**src/rtl/squeeze_serializer_if.sv**
```systemverilog
`default_nettype none
// squeeze_serializer_if -- permuted-block input handshake and 64-bit output word stream (rev 1.0)
interface squeeze_serializer_if;
  logic          block_valid;
  logic [1343:0] block_data;
  logic          block_ready;
  logic          dout_valid;
  logic          dout_ready;
  logic [63:0]   dout_data;
  logic [7:0]    dout_keep;
  logic          dout_last;

  modport master (
    input  block_valid, block_data, dout_ready,
    output block_ready, dout_valid, dout_data, dout_keep, dout_last
  );

  modport slave (
    output block_valid, block_data, dout_ready,
    input  block_ready, dout_valid, dout_data, dout_keep, dout_last
  );
endinterface
`default_nettype wire

```
**src/rtl/squeeze_serializer.sv**
```systemverilog
`default_nettype none
// squeeze_serializer -- emits rate-sized Keccak state blocks as a 64-bit word stream (rev 1.0)
module squeeze_serializer #(
  parameter int LEN_W = 32
) (
  input  wire logic             clk,
  input  wire logic             rst,
  input  wire logic             start,
  input  wire logic             mode,
  input  wire logic [LEN_W-1:0] out_len,
  output logic                  perm_req,
  output logic                  busy,
  output logic                  done,
  squeeze_serializer_if.master  bus
);

  typedef enum logic [1:0] {
    IDLE       = 2'd0,
    WAIT_BLOCK = 2'd1,
    EMIT       = 2'd2,
    DONE       = 2'd3
  } state_t;

  state_t            state;
  state_t            state_nxt;
  logic [1343:0]     hold;
  logic [4:0]        rate;
  logic [4:0]        word_idx;
  logic [LEN_W-1:0]  remaining;

  logic              is_last;
  logic              wrap;
  logic [LEN_W-1:0]  step;

  assign is_last = (remaining <= LEN_W'(8));
  assign wrap    = (word_idx == rate - 5'd1);
  assign step    = is_last ? remaining : LEN_W'(8);

  always_ff @(posedge clk or posedge rst) begin
    if (rst) state <= IDLE;
    else     state <= state_nxt;
  end

  always_comb begin
    state_nxt       = state;
    busy            = 1'b1;
    done            = 1'b0;
    bus.block_ready = 1'b0;
    bus.dout_valid  = 1'b0;
    bus.dout_data   = '0;
    bus.dout_keep   = '0;
    bus.dout_last   = 1'b0;
    case (state)
      IDLE: begin
        busy = 1'b0;
        if (start) state_nxt = (out_len == '0) ? DONE : WAIT_BLOCK;
      end
      WAIT_BLOCK: begin
        bus.block_ready = 1'b1;
        if (bus.block_valid) state_nxt = EMIT;
      end
      EMIT: begin
        bus.dout_valid = 1'b1;
        bus.dout_data  = hold[{word_idx, 6'd0} +: 64];
        bus.dout_keep  = (remaining >= LEN_W'(8)) ? 8'hFF
                                                  : ((8'd1 << remaining[2:0]) - 8'd1);
        bus.dout_last  = is_last;
        if (bus.dout_ready) begin
          if (is_last)   state_nxt = DONE;
          else if (wrap) state_nxt = WAIT_BLOCK;
        end
      end
      DONE: begin
        done      = 1'b1;
        state_nxt = IDLE;
      end
      default: state_nxt = IDLE;
    endcase
  end

  // perm_req is registered so it lands in the first WAIT_BLOCK cycle of the refill.
  always_ff @(posedge clk or posedge rst) begin
    if (rst) begin
      hold      <= '0;
      rate      <= '0;
      word_idx  <= '0;
      remaining <= '0;
      perm_req  <= 1'b0;
    end else begin
      perm_req <= 1'b0;
      case (state)
        IDLE: begin
          if (start) begin
            rate      <= mode ? 5'd17 : 5'd21;
            remaining <= out_len;
          end
        end
        WAIT_BLOCK: begin
          if (bus.block_valid) begin
            hold     <= bus.block_data;
            word_idx <= '0;
          end
        end
        EMIT: begin
          if (bus.dout_ready) begin
            remaining <= remaining - step;
            if (!is_last) begin
              if (wrap) perm_req <= 1'b1;
              else      word_idx <= word_idx + 5'd1;
            end
          end
        end
        default: ;
      endcase
    end
  end

endmodule
`default_nettype wire
```
**src/flat_wrapper.sv**
```systemverilog
// flat-port wrapper written by rule: the top's interface ports become plain ports
module squeeze_serializer_flat 
#(
  parameter int LEN_W = 32
)
  (clk, rst, start, mode, out_len, perm_req, busy, done, bus_block_valid, bus_block_data, bus_dout_ready, bus_block_ready, bus_dout_valid, bus_dout_data, bus_dout_keep, bus_dout_last);
  squeeze_serializer_if bus_i ();
  input  wire logic clk;
  input  wire logic rst;
  input  wire logic start;
  input  wire logic mode;
  input  wire logic [LEN_W-1:0] out_len;
  output logic perm_req;
  output logic busy;
  output logic done;
  input wire logic [$bits(bus_i.block_valid)-1:0] bus_block_valid;
  input wire logic [$bits(bus_i.block_data)-1:0] bus_block_data;
  input wire logic [$bits(bus_i.dout_ready)-1:0] bus_dout_ready;
  output wire logic [$bits(bus_i.block_ready)-1:0] bus_block_ready;
  output wire logic [$bits(bus_i.dout_valid)-1:0] bus_dout_valid;
  output wire logic [$bits(bus_i.dout_data)-1:0] bus_dout_data;
  output wire logic [$bits(bus_i.dout_keep)-1:0] bus_dout_keep;
  output wire logic [$bits(bus_i.dout_last)-1:0] bus_dout_last;
  assign bus_i.block_valid = bus_block_valid;
  assign bus_i.block_data = bus_block_data;
  assign bus_i.dout_ready = bus_dout_ready;
  assign bus_block_ready = bus_i.block_ready;
  assign bus_dout_valid = bus_i.dout_valid;
  assign bus_dout_data = bus_i.dout_data;
  assign bus_dout_keep = bus_i.dout_keep;
  assign bus_dout_last = bus_i.dout_last;
  squeeze_serializer #(.LEN_W(LEN_W)) u_core (.clk(clk), .rst(rst), .start(start), .mode(mode), .out_len(out_len), .perm_req(perm_req), .busy(busy), .done(done), .bus(bus_i));
endmodule
```
**config.mk**
```make
export PLATFORM = sky130hd
export DESIGN_NAME = squeeze_serializer_flat
export DESIGN_NICKNAME = d
export VERILOG_FILES = /design/src/rtl/squeeze_serializer_if.sv /design/src/rtl/squeeze_serializer.sv /design/src/flat_wrapper.sv
export SDC_FILE = /design/constraint.sdc
export NUM_CORES = 2
export LEC_CHECK = 0
export ABC_CLOCK_PERIOD_IN_PS = 51000
export BUFFER_PORTS_ARGS = -buffer_cell sky130_fd_sc_hd__buf_2
export CELL_PAD_IN_SITES_DETAIL_PLACEMENT = 0
export CELL_PAD_IN_SITES_GLOBAL_PLACEMENT = 2
export CORE_AREA = 2 2 568 570
export DETAILED_ROUTE_END_ITERATION = 8
export DIE_AREA = 0 0 570 572
export PLACE_DENSITY = 0.55
export SYNTH_ARGS = -nofsm -noshare
export SYNTH_HDL_FRONTEND = slang
export SYNTH_SLANG_ARGS = --single-unit
```
**constraint.sdc**
```tcl
create_clock -name clk -period 51 [get_ports clk]
set_input_delay 10.2 -clock clk [delete_from_list [all_inputs] [get_ports clk]]
set_output_delay 10.2 -clock clk [all_outputs]
set_load 0.05 [all_outputs]
```
# Word level (Yosys, flattened, before mapping)
# Index checks and enable logic that the tools add are counted.
[classes] eq_ne=10 magnitude_cmp=2 reduce_logical=9 n_mux=29 addsub=4 shifts=2
[op_table] op="variable part select 1344 x 12 -> 64 bit" n=1
[op_table] op="2-to-1 mux 32 bit" n=3
[op_table] op="2-to-1 mux 64 bit" n=1
[op_table] op="one-hot mux 32 bit (2 select lines)" n=1
[op_table] op="greater-or-equal comparator 32 x 4 -> 1 bit, second input constant" n=1
[op_table] op="less-or-equal comparator 32 x 4 -> 1 bit, second input constant" n=1
[op_table] op="zero test 32 bit" n=1
[op_table] op="subtractor 32 bit" n=1
[op_table] op="2-to-1 mux 5 bit" n=4
[op_table] op="2-to-1 mux 8 bit" n=2
[op_table] op="2-to-1 mux 2 bit" n=6
[op_table] op="inequality test 2 bit, second input constant" n=5
[op_table] op="one-hot mux 5 bit (2 select lines)" n=1
[op_table] op="2-to-1 mux 1 bit" n=9
[op_table] op="one-hot mux 2 bit (4 select lines)" n=1
[op_table] op="<< shifter 1 x 3 -> 8 bit, first input constant" n=1
[op_table] op="subtractor 8 x 1 -> 8 bit, second input constant" n=1
[op_table] op="adder 5 x 1 -> 5 bit, second input constant" n=1
[op_table] op="== test 5 bit" n=1
[op_table] op="AND reduction 5 bit" n=1
[op_table] op="subtractor 5 x 1 -> 5 bit, second input constant" n=1
[op_table] op="== test 2 bit, second input constant" n=2
[op_table] op="AND reduction 2 bit" n=2
[op_table] op="AND reduction 4 bit" n=1
[op_table] op="other kinds (6)" n=7
[totals] register_bits=1389

# Longest topological paths before layout
[logic_depth] depth_word=6 ltp_mapped=12 ltp_nobuf=10

# Worst setup path before layout
# No wires, ideal clock.
[synth_timing] kind="register to output" start="reg u_core.word_idx[0]" end="out bus_dout_data[10]" arrival_ns=2.619 path_buffers=5 stages_incl_launch_ff=9 slack_ns=38.181 t_required_ns=40.800 cell_sequence="dfrtp_1 buf_2 buf_6 buf_2 buf_2 nor3_2 clkbuf_1 a22oi_1 o22ai_1"
[synth_via] elab_chain_cells=2
[synth_lines] element="start, declared" line_no="squeeze_serializer.sv:28" text="logic [4:0] word_idx;"
[synth_lines] element="start signal, assigned" line_no="squeeze_serializer.sv:109" text="else word_idx <= word_idx + 5'd1;"
[synth_lines] element="variable part select 1344 x 12 -> 64 bit" line_no="squeeze_serializer.sv:64" text="bus.dout_data = hold[{word_idx, 6'd0} +: 64];"
[synth_lines] element="2-to-1 mux 64 bit" line_no="squeeze_serializer.sv:53" text="case (state)"
[synth_lines] element="end, declared" line_no="flat_wrapper.sv:21" text="output wire logic [$bits(bus_i.dout_data)-1:0] bus_dout_data;"
# Every way passes these cells.

# Final worst setup path
[layout_timing] start="reg u_core.word_idx[0]" end="out bus_dout_data[8]"
# The elaborated chain is that of the path after synthesis.

==> out/qor.yml <==
synth:
  yosysSeqAreaShare_pct: 54.82
  ys_seq_elements: 1386
  avgSynthCellArea_um2: 9.399
  syn_nets: 8118
  yosys_most_used_dff: "dfrtp_1"
  netlist_area_um2: 63260
  synth_warnings: 0
  syn_inst: 6731
  synth_enable_flop_cells: 0
  yosysUniqueCellTypes: 67
  async_flop_share_pct: 100.0
status:
  status: "complete, no violations"
clocking:
  cts_root_buffer: "clkbuf_16"
  h-tree-depth: 4
  ctsHoldBuffers: 0
  clock_latency_ps: 820
  clock-sinks: 1386
  path_clk_slew_ps: 60
  cts_resized: 0
  cts_made_buffers: 180
  clk_path_buf_depth: 4
  postCtsSetupRepairBufs: 0
  cts_tree: "yes"
grt:
  grt_remaining_overflow: 0
  grt_max_degree: 192
  grt_pass1_vias: 56710
  grt_pass1_wl_um: 456000
  antenna_found_initial: 241
  track_usage_pct: 19.83
setup_path:
  crit_family: "buffers and inverters"
  worstPathRequired_ps: 40800
  cpPeakStageDelay_ps: 790
  worstSetupPathType: "flop to output pin"
  worst-path-buf-inv: 5
  cp.arrival_ps: 5840
  startpoint_type: "flop"
  crit_top_cell: "buf_4"
  cp_slowest_cell: "buf_4"
  path_max_fanout: 44
  path_cells: "buf_4 -> buf_4 -> buf_4 -> mux4_2 -> mux4_2 -> inv_1 -> o22ai_1 -> buf_2"
  endpoint_kind: "output pin"
floorplanning:
  start_util_pct: 19.78
  die_h_um: 572
  core-area_um2: 319800
  dieArea_um2: 326000
  dieWidth_um: 570
  std_cell_rows: 208
  ios: 1460
route:
  remaining_drc_errors: 0
  first_iter_violations: 3873
  detail-route-antenna-nets: 0
  dr.pass1.iters: 5
  vias: 54020
  vias_per_cell: 4.352
  post_drt_wl_per_cell_um: 26.77
  routed_wl_um: 332200
placed_design:
  port_buffers: 1459
  routabilityCongestion: 0.8690
  pre_cts_ws_ps: 35170
  hpwl_um: 255900
  post_dp_cell_area_um2: 74820
layout:
  fin_area_um2: 80840
  num-nets-final: 9398
  drive_above_1_share_pct: 27.20
  syn_to_final_growth_pct: 27.79
  final_cell_mix: "nand2_1, buf_2, dfrtp_1"
  layout_commonest_cell: "nand2_1"
timing:
  skew_ps: 41.47
  slew_violations: 0
  post-route-period-util_pct: 31.46
  whs_ps: 465.6
  rsz0062_at_grt: "no"
  slew_headroom_pct: 17.93
  fin_tns_setup_ps: 0
  max_slew.worst_pin.slew_ps: 1231
  timing.final.ws_setup_ps: 34960
  period_needed_ps: 16040
  finalHoldViolations: 0
  max_freq_ghz: 0.06233
  setup-violations-final: 0
flow_run:
  max-cap-violations: 0
min_path:
  min_path_type: "flop to flop"
power_and_ir_drop:
  p_per_area_nw_per_um2: 64.66
  ir_drop_v: 0.00003336
  p_leak_nw: 41.22
## stage by stage
step                instances  power [mW]  utilization, %
detailed placement      12030       3.992           23.39
finish                  12410       5.227           25.28
CTS                     12340       5.326           25.22
global route            12360       5.580           25.24
floorplan                6731       3.130               -
global placement        12030       3.963           23.39
## logic make-up after synthesis
family,count (synthesis),synth area share [%]
compound gates,236,2.617
xor+xnor,5,0.06922
fa+ha+maj,5,0.09889
buf+inv,512,3.200
flops,1386,54.82
mux,388,13.73
other cells,1,0.005928
simple gates,4198,25.45
## worst reg2reg max path, delay by kind of cell, from the launching register on
| kind | cells | cell delay [ps] |
|---|---|---|
| buffers and inverters | 4 | 3450 |
| AND/OR/NAND/NOR | 4 | 1170 |
| flip-flops | 1 | 470 |
## synthesized netlist by cell type (3+ instances only)
library cell,number,share of area (%)
xnor2_1,4,0.055
clkbuf_1,360,2.1
a31o_2,3,0.042
nand4_1,8,0.079
nand2b_1,3,0.030
o211ai_1,4,0.047
mux4_2,384,14
nand3_1,12,0.095
nor3_1,15,0.12
nand2_1,4071,24
inv_1,73,0.43
a22oi_1,67,0.80
a21oi_1,19,0.15
dfrtp_1,1386,55
a311oi_1,7,0.097
o31a_1,4,0.055
or4_1,6,0.071
nor2_1,21,0.12
mux2i_1,4,0.063
and2_1,5,0.049
ha_1,5,0.099
buf_1,7,0.042
o311ai_0,4,0.055
a41o_1,3,0.047
a2bb2oi_1,5,0.069
nor4_1,13,0.13
or3_1,13,0.13
a31oi_1,8,0.079
or2_2,3,0.030
nor4_4,3,0.10
o22ai_1,71,0.70
buf_2,70,0.55
o21ai_0,14,0.11
and3_1,6,0.059
a211oi_1,5,0.059
## state kept, by name, summed over array words and instances, names as in the netlist
name	flops
u_core.remaining	32
u_core.state	2
u_core.word_idx	5
u_core.perm_req	1
u_core.hold	1344
u_core.rate	2
## worst paths after layout
path	start	end	slack (ps)	depth (start not counted)
setup / recovery	u_core.word_idx[0]$_DFFE_PP0P_	bus_dout_data[8]	34960	8
hold / removal	u_core.hold[1244]$_DFFE_PP0P_	u_core.hold[1244]$_DFFE_PP0P_	470	2
setup reg to reg	u_core.state[0]$_DFFE_PP0P_	u_core.hold[1241]$_DFFE_PP0P_	45850	8
hold reg to reg	u_core.hold[1244]$_DFFE_PP0P_	u_core.hold[1244]$_DFFE_PP0P_	470	2
max in group asynchronous	rst	u_core.hold[349]$_DFFE_PP0P_	36320	8
min in group asynchronous	rst	u_core.remaining[24]$_DFFE_PP0P_	9520	2
## report_power, final
group          internal (mW)  switching [mW]  total [mW]
logic                  0.766            1.24        2.01
registers               1.60           0.322        1.93
clock network          0.763           0.531        1.29
total                   3.13            2.09        5.23
## routing by layer
| metal | GRT usage (%) | routed length (µm) |
|---|---|---|
| met4 | 5.688 | 9692 |
| met3 | 4.306 | 20710 |
| met2 | 31.32 | 150700 |
| met1 | 27.14 | 150600 |
| met5 | 0 | 546 |
## cell type report
| class | count | area (µm²) |
|---|---|---|
| fillers | 35020 | 239000 |
| flip-flops and latches | 1386 | 34690 |
| multi-input cells | 4833 | 26580 |
| repair buffers | 1537 | 8000 |
| clock buffers | 275 | 5323 |
| well taps | 4200 | 5255 |
| clock inverters | 40 | 528.0 |
| inverters | 73 | 289.0 |
| diodes | 67 | 167.7 |
No activity file was read; power rests on OpenSTA's default activity.
